$ cat src/rtl/triple_pkg.sv
`default_nettype none
// +------------------------------------------------------------------+
// | triple_pkg : shared widths, limits and FSM states for triple_accum |
// | Rev 1.0                                                            |
// +------------------------------------------------------------------+
package triple_pkg;

  localparam int TRIPLE_DATA_W = 6;
  localparam int TRIPLE_MAX    = 45;

  typedef enum logic [1:0] {
    IDLE  = 2'd0,
    ACCUM = 2'd1,
    HOLD  = 2'd2
  } state_t;

endpackage
`default_nettype wire

$ cat src/rtl/triple_acc_add.sv
`default_nettype none
// +------------------------------------------------------------------+
// | triple_acc_add : accumulator adder with carry-out; saturates when  |
// | TRIPLE_ACCUM_SAT_EN is defined, wraps otherwise.  Rev 1.0          |
// +------------------------------------------------------------------+
module triple_acc_add
  import triple_pkg::*;
#(
  parameter int ACC_W = 10
) (
  input  logic [ACC_W-1:0]         acc,
  input  logic [TRIPLE_DATA_W-1:0] data,
  output logic [ACC_W-1:0]         sum,
  output logic                     carry
);

  logic [ACC_W:0] w_full;

  assign w_full = {1'b0, acc} + {{(ACC_W + 1 - TRIPLE_DATA_W){1'b0}}, data};
  assign carry  = w_full[ACC_W];

`ifdef TRIPLE_ACCUM_SAT_EN
  // Once clamped, any later addition carries again, so the clamp holds.
  assign sum = carry ? {ACC_W{1'b1}} : w_full[ACC_W-1:0];
`else
  assign sum = w_full[ACC_W-1:0];
`endif

endmodule
`default_nettype wire

$ cat src/rtl/triple_accum.sv
`default_nettype none
// +------------------------------------------------------------------+
// | triple_accum : frames up to N_SAMPLES triple results into a sum    |
// | with sticky overflow; optional macro TRIPLE_ACCUM_SAT_EN. Rev 1.0  |
// +------------------------------------------------------------------+
module triple_accum
  import triple_pkg::*;
#(
  parameter int N_SAMPLES = 4,
  parameter int ACC_W     = 10
) (
  input  logic                     clk,
  input  logic                     rst_n,
  input  logic                     in_valid,
  output logic                     in_ready,
  input  logic [TRIPLE_DATA_W-1:0] in_data,
  input  logic                     flush,
  output logic                     out_valid,
  input  logic                     out_ready,
  output logic [ACC_W-1:0]         out_sum,
  output logic [7:0]               out_count,
  output logic                     out_ovf
);

  localparam logic [7:0] c_last = 8'(N_SAMPLES - 1);

  state_t           r_state, w_state_nxt;
  logic [ACC_W-1:0] r_acc, w_acc_nxt, w_sum;
  logic [7:0]       r_count, w_count_nxt;
  logic             r_ovf, w_ovf_nxt, w_carry, w_accept;

  triple_acc_add #(.ACC_W(ACC_W)) u_add (
    .acc   (r_acc),
    .data  (in_data),
    .sum   (w_sum),
    .carry (w_carry)
  );

  assign in_ready  = (r_state != HOLD);
  assign w_accept  = in_valid & in_ready;
  assign out_valid = (r_state == HOLD);
  assign out_sum   = r_acc;
  assign out_count = r_count;
  assign out_ovf   = r_ovf;

  always_ff @(posedge clk or negedge rst_n) begin
    if (!rst_n) r_state <= IDLE;
    else        r_state <= w_state_nxt;
  end

  always_ff @(posedge clk or negedge rst_n) begin
    if (!rst_n) begin
      r_acc   <= '0;
      r_count <= '0;
      r_ovf   <= 1'b0;
    end else begin
      r_acc   <= w_acc_nxt;
      r_count <= w_count_nxt;
      r_ovf   <= w_ovf_nxt;
    end
  end

  always_comb begin
    w_state_nxt = r_state;
    w_acc_nxt   = r_acc;
    w_count_nxt = r_count;
    w_ovf_nxt   = r_ovf;
    case (r_state)
      IDLE, ACCUM: begin
        // IDLE holds acc/count/ovf at zero, so both states share the update path.
        if (w_accept) begin
          w_acc_nxt   = w_sum;
          w_count_nxt = r_count + 8'd1;
          w_ovf_nxt   = r_ovf | w_carry;
          w_state_nxt = (r_count == c_last || flush) ? HOLD : ACCUM;
        end else if (flush && r_state == ACCUM) begin
          w_state_nxt = HOLD;
        end
      end
      HOLD: begin
        if (out_ready) begin
          w_acc_nxt   = '0;
          w_count_nxt = '0;
          w_ovf_nxt   = 1'b0;
          w_state_nxt = IDLE;
        end
      end
      default: w_state_nxt = IDLE;
    endcase
  end

endmodule
`default_nettype wire
$ cat config.mk
export PLATFORM = sky130hd
export DESIGN_NAME = triple_accum
export DESIGN_NICKNAME = d
export VERILOG_FILES = /design/src/rtl/triple_pkg.sv /design/src/rtl/triple_acc_add.sv /design/src/rtl/triple_accum.sv
export SDC_FILE = /design/constraint.sdc
export NUM_CORES = 1
export LEC_CHECK = 0
export CORE_UTILIZATION = 40
export DETAILED_ROUTE_END_ITERATION = 8
export PLACE_DENSITY = 0.69
export SLEW_MARGIN = 20
export SYNTH_ARGS = -nofsm -noshare
export SYNTH_HDL_FRONTEND = slang
export SYNTH_SLANG_ARGS = --single-unit
$ cat constraint.sdc
create_clock -name clk -period 5.7 [get_ports clk]
set_clock_uncertainty 0.2 [all_clocks]
set_input_delay 1.425 -clock clk [delete_from_list [all_inputs] [get_ports clk]]
set_output_delay 1.425 -clock clk [all_outputs]
set_load 0.005 [all_outputs]
Word-level counts from Yosys, hierarchy flattened
Index checks and enable logic that the tools add are counted.

Output and inout port bits: 21. Logic and storage cells: 36. Bits in registers: 21.

Add/subtract/negate cells: 2. Equality and inequality tests: 7. Bitwise gates (word level): 2. Reductions and logical operators: 7. Muxes and demuxes: 14.

Operators by type and width (number): $mux W10 (2); $pmux W10 S2 (1); $mux W8 (2); $pmux W8 S2 (1); $add A10 B6 Y11 (1); $add A8 B1 Y8 const B (1); $eq A8 B2 Y1 const B (1); $mux W2 (4); $ne A2 B2 Y1 const B (2); $pmux W2 S2 (1); $ne A3 B3 Y1 const B (1); $reduce_and A3 Y1 (1); $eq A2 B1 Y1 const B (1); $eq A2 B2 Y1 const B (1); $logic_not A2 Y1 (1); $mux W1 (2); $ne A2 B1 Y1 const B (1); $pmux W1 S2 (1); $reduce_and A2 Y1 (1); $reduce_bool A2 Y1 (1); $reduce_or A2 Y1 (1); $and A1 B1 Y1 (1); $logic_and A1 B1 Y1 (1); $logic_or A1 B1 Y1 (1); $or A1 B1 Y1 (1).

Longest topological paths before layout
Gate-level depths: netlist of run 1.

Word-level depth: 5. Depth in mapped cells: 8. Gate-level depth less buffers: 8.

Hierarchy
From an unflattened synthesis of run 1, not the netlist that was laid out.

Cell total of the unflattened synthesis: 155. Area, all modules: 1331.3 sq um.

By module, submodules not included: triple_accum (sequential area each 525.5 sq um, area an instance 953.4 sq um, times used 1, cells an instance 101); triple_acc_add (sequential area each 0.0 sq um, area an instance 377.9 sq um, times used 1, cells an instance 54).

Worst setup path before layout of run 1
Ideal clock, no wire load.

Kind: input to register. Start point: input port in_data[0]. End point: register r_acc[6] (netlist: out_sum[6]). Setup time: 0.132 ns. Path buffers: 0. Setup slack: 2.736 ns. Cell stages on the path: 8. Required time: 5.368 ns. Arrival time: 2.632 ns. Cell sequence: ha_1 -> inv_1 -> fa_1 -> nor2b_1 -> o31a_1 -> o31ai_1 -> xor2_1 -> nor2_1.

Word-level cells in the longest chain between the ends: 3.

Ends and longest elaborated chain: start, declared (line triple_accum.sv:16) `input logic [TRIPLE_DATA_W-1:0] in_data,`; $add A10 B6 Y11 (line triple_acc_add.sv:19) `assign w_full = {1'b0, acc} + {{(ACC_W + 1 - TRIPLE_DATA_W){1'b0}}, data};`; $mux W10 (line triple_accum.sv:71) `if (w_accept) begin`; $pmux W10 S2 (line triple_accum.sv:68) `case (r_state)`; end signal, assigned (line triple_accum.sv:57) `r_acc <= w_acc_nxt;`; end, declared (line triple_accum.sv:28) `logic [ACC_W-1:0] r_acc, w_acc_nxt, w_sum;`.

No other way between the ends. The select of a mux whose other input is x is not followed. A chain may end at the register's enable or synchronous reset.

Worst setup path after layout of run 1
Start point: register r_state[1]. End point: output port in_ready.

Word-level cells in the longest chain between the ends: 1.

Ends and longest elaborated chain: start, declared (line triple_accum.sv:27) `state_t r_state, w_state_nxt;`; start signal, assigned (line triple_accum.sv:48) `else r_state <= w_state_nxt;`; $ne A2 B2 Y1 (line triple_accum.sv:39) `assign in_ready = (r_state != HOLD);`; end, declared (line triple_accum.sv:15) `output logic in_ready,`.

No other way between the ends.

==> impl_metrics.csv, run 1 <==
group,metric,value,unit
die,floorplan.die.width,57.09,µm
clocking,clock_tree.buffer_depth,2,
run,cap_violations,0,
synthesis,synth.lib_cells_used.distinct,34,
routing,vias_per_cell,5.460,
setup_path,worst-path-max-fanout,6,
synthesis,synth-seq-area-share,0.4330,
sta,unrepaired_setup_endpoints_after_global_routing,"false",
grt,antenna_violations_before_repair,0,
setup_path,timing.reg2reg.worst_path_depth,8,
setup_path,arrival,1.61,ns
clocking,numCtsBuffers,3,
synthesis,yosys_warnings,0,
sta,hold_slack,0.3260,ns
sta,finalSetupTns,0,ns
clocking,clock_latency,0.30,ns
grt,pin_count_of_the_biggest_net_entering_global_routing,22,
power,power_density,371.4,nW/µm²
status,violations,"design-rule violations",
clocking,postCtsSetupBuffers,0,
layout,areaGrowthSynthToFinish,29.79,%
synthesis,ys_ff_latch,21,
layout,finish.net_count,178,
status,outcome,"finished, violations left",
synthesis,syn-instance-count,127,
power,total_power,0.5851,mW
worst_hold_path,min-delay-path-class,"flop to flop",
sta,final_max_slew_violation_count,0,
synthesis,async_reset_ff_frac,1.000,
placement,placed_cell_area,1548,µm²
die,die_h,57.09,µm
synthesis,yosys_most_used_dff,"dfrtp_1",
routing,dr.first_iter.drc_count,43,
sta,timing.fmax,0.3094,GHz
synthesis,post_syn_area,1214,µm²
placement,port_buffers,31,
clocking,tritoncts,"yes",
setup_path,launching_element_type_of_the_critical_path,"flop",
setup_path,crit_type,"flop to primary output",
sta,finalSetupViolations,0,
placement,place_hpwl,1.942,mm
routing,postRouteWirelength,2.622,mm
sta,final_hold_violation_count,0,
sta,worst-slew-pin-transition,0.9451,ns
synthesis,synth-edff-count,0,
setup_path,timing.critical_path.required,4.07,ns
die,placeableCoreArea,2805,µm²
layout,layout_commonest_cell,"clkdlybuf4s50_1",
setup_path,worstSetupEndpointType,"primary output",
placement,dp_worst_setup_slack,2.158,ns
worst_hold_path,min_path_cells,2,
clocking,cts_resized,0,
grt,grt_pass1_wl,4.547,mm
grt,grt_remaining_overflow,0,
layout,layout.cell_area.non_filler,1575,µm²
layout,post_layout_nonfiller_instances,189,
clocking,numClockSinks,21,
layout,layout.core_utilization,0.5616,
die,die_area,3259,µm²
synthesis,postSynthNetCount,146,
layout,drive_above_1_share,0.04430,
synthesis,synth.avg_cell_area,9.556,µm²
sta,layout_worst_path_cycle_share,0.5670,
die,rows,19,
power,power.leakage,0.6928,nW
clocking,clk_pin_slew_worst_paths,0.12,ns
layout,antennaDiodeCount,0,
routing,route.vias.total,1032,
routing,detailedRoute.firstPassIterationCount,6,
placement,placedCellCount,185,
sta,layout_setup_ws,2.468,ns
grt,groute.usage.overall,0.1802,
grt,first_global_vias,1027,
power,peakVddDrop,193.1,µV
clocking,cts.root.buffer_cell,"clkbuf_4",
clocking,cts_max_level,1,
die,effective_utilization_at_floorplan,0.4326,
routing,ant_nets,0,
clocking,cts_hold_buffers,0,
sta,period_minus_slack,3.232,ns
die,number_of_ports_placed_on_the_die_boundary,32,
sta,timing.max_slew.rel_slack,0.3679,
routing,detail_route.wl_per_cell,13.87,µm
routing,route.detailed.drc,7,
layout,mostFrequentLayoutCells,"clkdlybuf4s50_1 (31), dfrtp_1 (21), nor2_1 (17)",
placement,gp_congestion,0.8849,
cell families (layout without fill, tap and decap cells):
logic type / Yosys count / after routing / synth area share
AND/OR/NAND/NOR: 50 / 50 / 0.2124
XOR/XNOR: 11 / 11 / 0.07938
buffers and inverters: 9 / 40 / 0.02783
flip-flops: 21 / 21 / 0.4330
AO/OA/AOI/OAI: 28 / 28 / 0.1588
adder cells (fa/ha/maj): 8 / 8 / 0.08866
cell type report:
cell class              instances  area, µm²
fillers                       268       1230
multi-input cells              97      654.4
flip-flops and latches         21      525.5
repair buffers                 31      310.3
well taps                      31      38.79
clock buffers                   3      22.52
inverters                       5      18.77
clock inverters                 1      5.005
path summary, 6_finish.rpt:
path                                       endpoint              startpoint  slack [ns]
setup / recovery                           in_ready  r_state[1]$_DFFE_PN0P_        2.47
hold / removal                  out_ovf$_DFFE_PN0P_     out_ovf$_DFFE_PN0P_        0.33
setup reg to reg                out_ovf$_DFFE_PN0P_  out_sum[0]$_DFFE_PN0P_        3.65
hold reg to reg                 out_ovf$_DFFE_PN0P_     out_ovf$_DFFE_PN0P_        0.33
max in group asynchronous  out_count[7]$_DFFE_PN0P_                   rst_n        3.30
min in group asynchronous    out_sum[1]$_DFFE_PN0P_                   rst_n        1.43
registers in the layout, summed over array words and instances, names as in the netlist:
signal and flops:
out_count 8, r_state 2, out_sum 10, out_ovf 1
worst max-delay path: stages (launching register included):
cell and delay, ns:
dfrtp_1 0.47, nor2b_1 0.28, inv_1 0.10, clkdlybuf4s50_1 0.45
synthesized netlist by cell type, types with 3 or more instances:
master	count	area share
a21oi_1	5	0.021
dfrtp_1	21	0.43
clkbuf_1	4	0.012
a211oi_1	3	0.019
nor2b_1	3	0.015
nand3_1	12	0.049
o31ai_1	3	0.019
nand2_1	5	0.015
xor2_1	10	0.072
inv_1	5	0.015
ha_1	7	0.072
o21ai_0	7	0.029
nor2_1	17	0.053
report_power, final:
group / switching (mW) / leakage, nW / internal [mW]
Clock: 0.0468 / 0.0177 / 0.0262
Sequential: 0.0414 / 0.279 / 0.186
Combinational: 0.134 / 0.396 / 0.151
Total: 0.222 / 0.693 / 0.363
metal layers:
| layer | part of all wire | global-route usage | vias up |
|---|---|---|---|
| met5 | 0 | 0 | - |
| met2 | 0.47 | 0.2857 | 24 |
| li1 | - | - | 517 |
| met3 | 0.038 | 0.02041 | 4 |
| met4 | 0.014 | 0.08362 | 0 |
| met1 | 0.48 | 0.2478 | 487 |
No activity file was read; power rests on OpenSTA's default activity.
==> run 2: changes to the inputs <==
--- a/config.mk
+++ b/config.mk
@@ -7,7 +7,7 @@
 export LEC_CHECK = 0
 export CORE_UTILIZATION = 40
 export DETAILED_ROUTE_END_ITERATION = 8
-export PLACE_DENSITY = 0.69
+export PLACE_DENSITY = 0.71
 export SLEW_MARGIN = 20
 export SYNTH_ARGS = -nofsm -noshare
 export SYNTH_HDL_FRONTEND = slang
==> constraint.sdc (replaced) <==
create_clock -name clk -period 2.6 [get_ports clk]
set_clock_uncertainty 0.2 [all_clocks]
set_input_delay 0.65 -clock clk [delete_from_list [all_inputs] [get_ports clk]]
set_output_delay 0.65 -clock clk [all_outputs]
set_load 0.005 [all_outputs]
==> impl_metrics.csv, run 2 (synthesis gave the netlist of run 1 again) <==
group,metric,value,unit
layout,fill_cells,275,
die,placeableCoreArea,2805,µm²
die,die_h,57.09,µm
worst_hold_path,hold_path_end,"out_ovf$_DFFE_PN0P_",
layout,layout.core_utilization,0.5830,
grt,grt_pass1_wl,4.588,mm
placement,place_hpwl,2.005,mm
setup_path,setup.worst_path.start,"in_data[0]",
layout,antennaDiodeCount,0,
setup_path,r2r_setup_slack,0.57,ns
setup_path,arrival,2.46,ns
clocking,cts.root.buffer_cell,"clkbuf_4",
routing,route.vias.total,1082,
die,number_of_ports_placed_on_the_die_boundary,32,
grt,first_global_vias,1052,
clocking,tritoncts,"yes",
clocking,cts_hold_buffers,0,
clocking,clock_tree.buffer_depth,2,
setup_path,launching_element_type_of_the_critical_path,"input port",
setup_path,timing.rr.start,"out_sum[0]$_DFFE_PN0P_",
placement,port_buffers,31,
worst_hold_path,min_path_cells,2,
clocking,numClockSinks,21,
layout,mostFrequentLayoutCells,"clkdlybuf4s50_1 (31), dfrtp_1 (21), nor2_1 (17)",
sta,timing.fmax,0.4113,GHz
die,rows,19,
grt,pin_count_of_the_biggest_net_entering_global_routing,22,
routing,dr.first_iter.drc_count,36,
sta,worst-slew-pin-transition,0.4864,ns
setup_path,crit_type,"input port to flop",
routing,postRouteWirelength,2.628,mm
worst_hold_path,hp_start,"out_ovf$_DFFE_PN0P_",
run,cap_violations,0,
setup_path,timing.critical_path.required,2.63,ns
layout,multi_input_comb_area,654.4,µm²
setup_path,worst-path-max-fanout,4,
die,floorplan.die.width,57.09,µm
setup_path,cp_slowest_stage_delay,0.46,ns
sta,layout_setup_ws,0.1684,ns
clocking,numCtsBuffers,3,
routing,detailedRoute.firstPassIterationCount,6,
power,peakVddDrop,385.6,µV
layout,max_ffs_per_register,10,
layout,ff_latch_area,525.5,µm²
layout,finish.net_count,186,
setup_path,cp_max_delay_cell,"clkdlybuf4s50_1",
routing,detail_route.wl_per_cell,13.34,µm
die,effective_utilization_at_floorplan,0.4326,
die,die_area,3259,µm²
clocking,cts_max_level,1,
status,violations,"design-rule violations",
sta,finalSetupViolations,0,
sta,final_max_slew_violation_count,0,
layout,layout_commonest_cell,"clkdlybuf4s50_1",
clocking,postCtsSetupBuffers,0,
sta,final_hold_violation_count,0,
power,power.leakage,0.7319,nW
grt,antenna_violations_before_repair,0,
routing,route.detailed.drc,4,
grt,groute.usage.overall,0.1795,
setup_path,chain_of_cells_forming_the_critical_path,"clkdlybuf4s50_1 -> ha_1 -> inv_1 -> fa_1 -> nor2b_1 -> o31a_1 -> o21a_1 -> o211ai_1 -> a21oi_1",
clocking,clock_latency,0.30,ns
clocking,cts_resized,0,
sta,period_minus_slack,2.432,ns
layout,areaGrowthSynthToFinish,34.74,%
worst_hold_path,min-delay-path-class,"flop to flop",
sta,layout_worst_path_cycle_share,0.9352,
power,power_density,808.0,nW/µm²
clocking,clk_pin_slew_worst_paths,0.13,ns
setup_path,r2r_path_end,"out_sum[6]$_DFFE_PN0P_",
power,total_power,1.321,mW
routing,vias_per_cell,5.492,
status,outcome,"finished, violations left",
placement,gp_congestion,0.8673,
setup_path,timing.reg2reg.worst_path_depth,8,
placement,dp_worst_setup_slack,-0.1493,ns
sta,unrepaired_setup_endpoints_after_global_routing,"false",
layout,drive_above_1_share,0.09036,
setup_path,worstSetupEndpointType,"flop",
sta,timing.max_slew.rel_slack,0.6712,
grt,grt_remaining_overflow,0,
routing,ant_nets,0,
==> run 2: cell count changes in the layout (fill, tap and decap cells not counted), sizes merged <==
cell / delta
buf: +8
==> run 2: worst max path at each step <==
stage / to / slack, ns / cells past startpoint
finish: out_ovf$_DFFE_PN0P_ / 0.17 / 9
global route: in_ready / 0.02 / 3
CTS: out_ovf$_DFFE_PN0P_ / 0.16 / 9
detailed placement: out_ovf$_DFFE_PN0P_ / -0.15 / 9
global placement: out_sum[6]$_DFFE_PN0P_ / -0.09 / 9
floorplan: out_sum[6]$_DFFE_PN0P_ / 0.41 / 8
==> run 2: where the power goes <==
| part | total (mW) | internal (mW) | switching [mW] |
|---|---|---|---|
| clock | 0.157 | 0.0572 | 0.0997 |
| combinational | 0.668 | 0.365 | 0.304 |
| sequential | 0.496 | 0.407 | 0.0887 |
==> run 2: cell type report <==
cell class                      count  share of cell area
Clock inverter                      1            0.003060
Multi-Input combinational cell     97              0.4002
Timing Repair Buffer               39              0.2265
Clock buffer                        3             0.01377
Sequential cell                    21              0.3213
Inverter                            5             0.01148
Tap cell                           31             0.02372
==> run 2: through the flow <==
stage | std cells | TNS (ns) | hold WS, ns | instance area, µm²
after floorplan | 127 | 0 | 0.1544 | 1214
after global placement | 193 | -0.3237 | 0.3151 | 1608
after detailed placement | 193 | -0.4227 | 0.3329 | 1608
after CTS | 197 | 0 | 0.3526 | 1635
after global routing | 197 | 0 | 0.3746 | 1635
final | 197 | 0 | 0.3516 | 1635
==> run 2: critical path, delay by kind of cell <==
kind	cells	cell delay (ns)
AOI/OAI and AO/OA	4	0.60
adders and majority gates	2	0.55
buffers and inverters	2	0.52
and+or+nand+nor	1	0.16
==> run 2: metal layers <==
layer | part of all wire | vias to the layer above | track usage | wire, µm
met3 | 0.035 | 2 | 0.02721 | 92
met4 | 0.0049 | 0 | 0.05226 | 13
met5 | 0 | - | 0 | 0
met1 | 0.48 | 530 | 0.2405 | 1262
met2 | 0.48 | 20 | 0.3025 | 1260
li1 | - | 530 | - | -
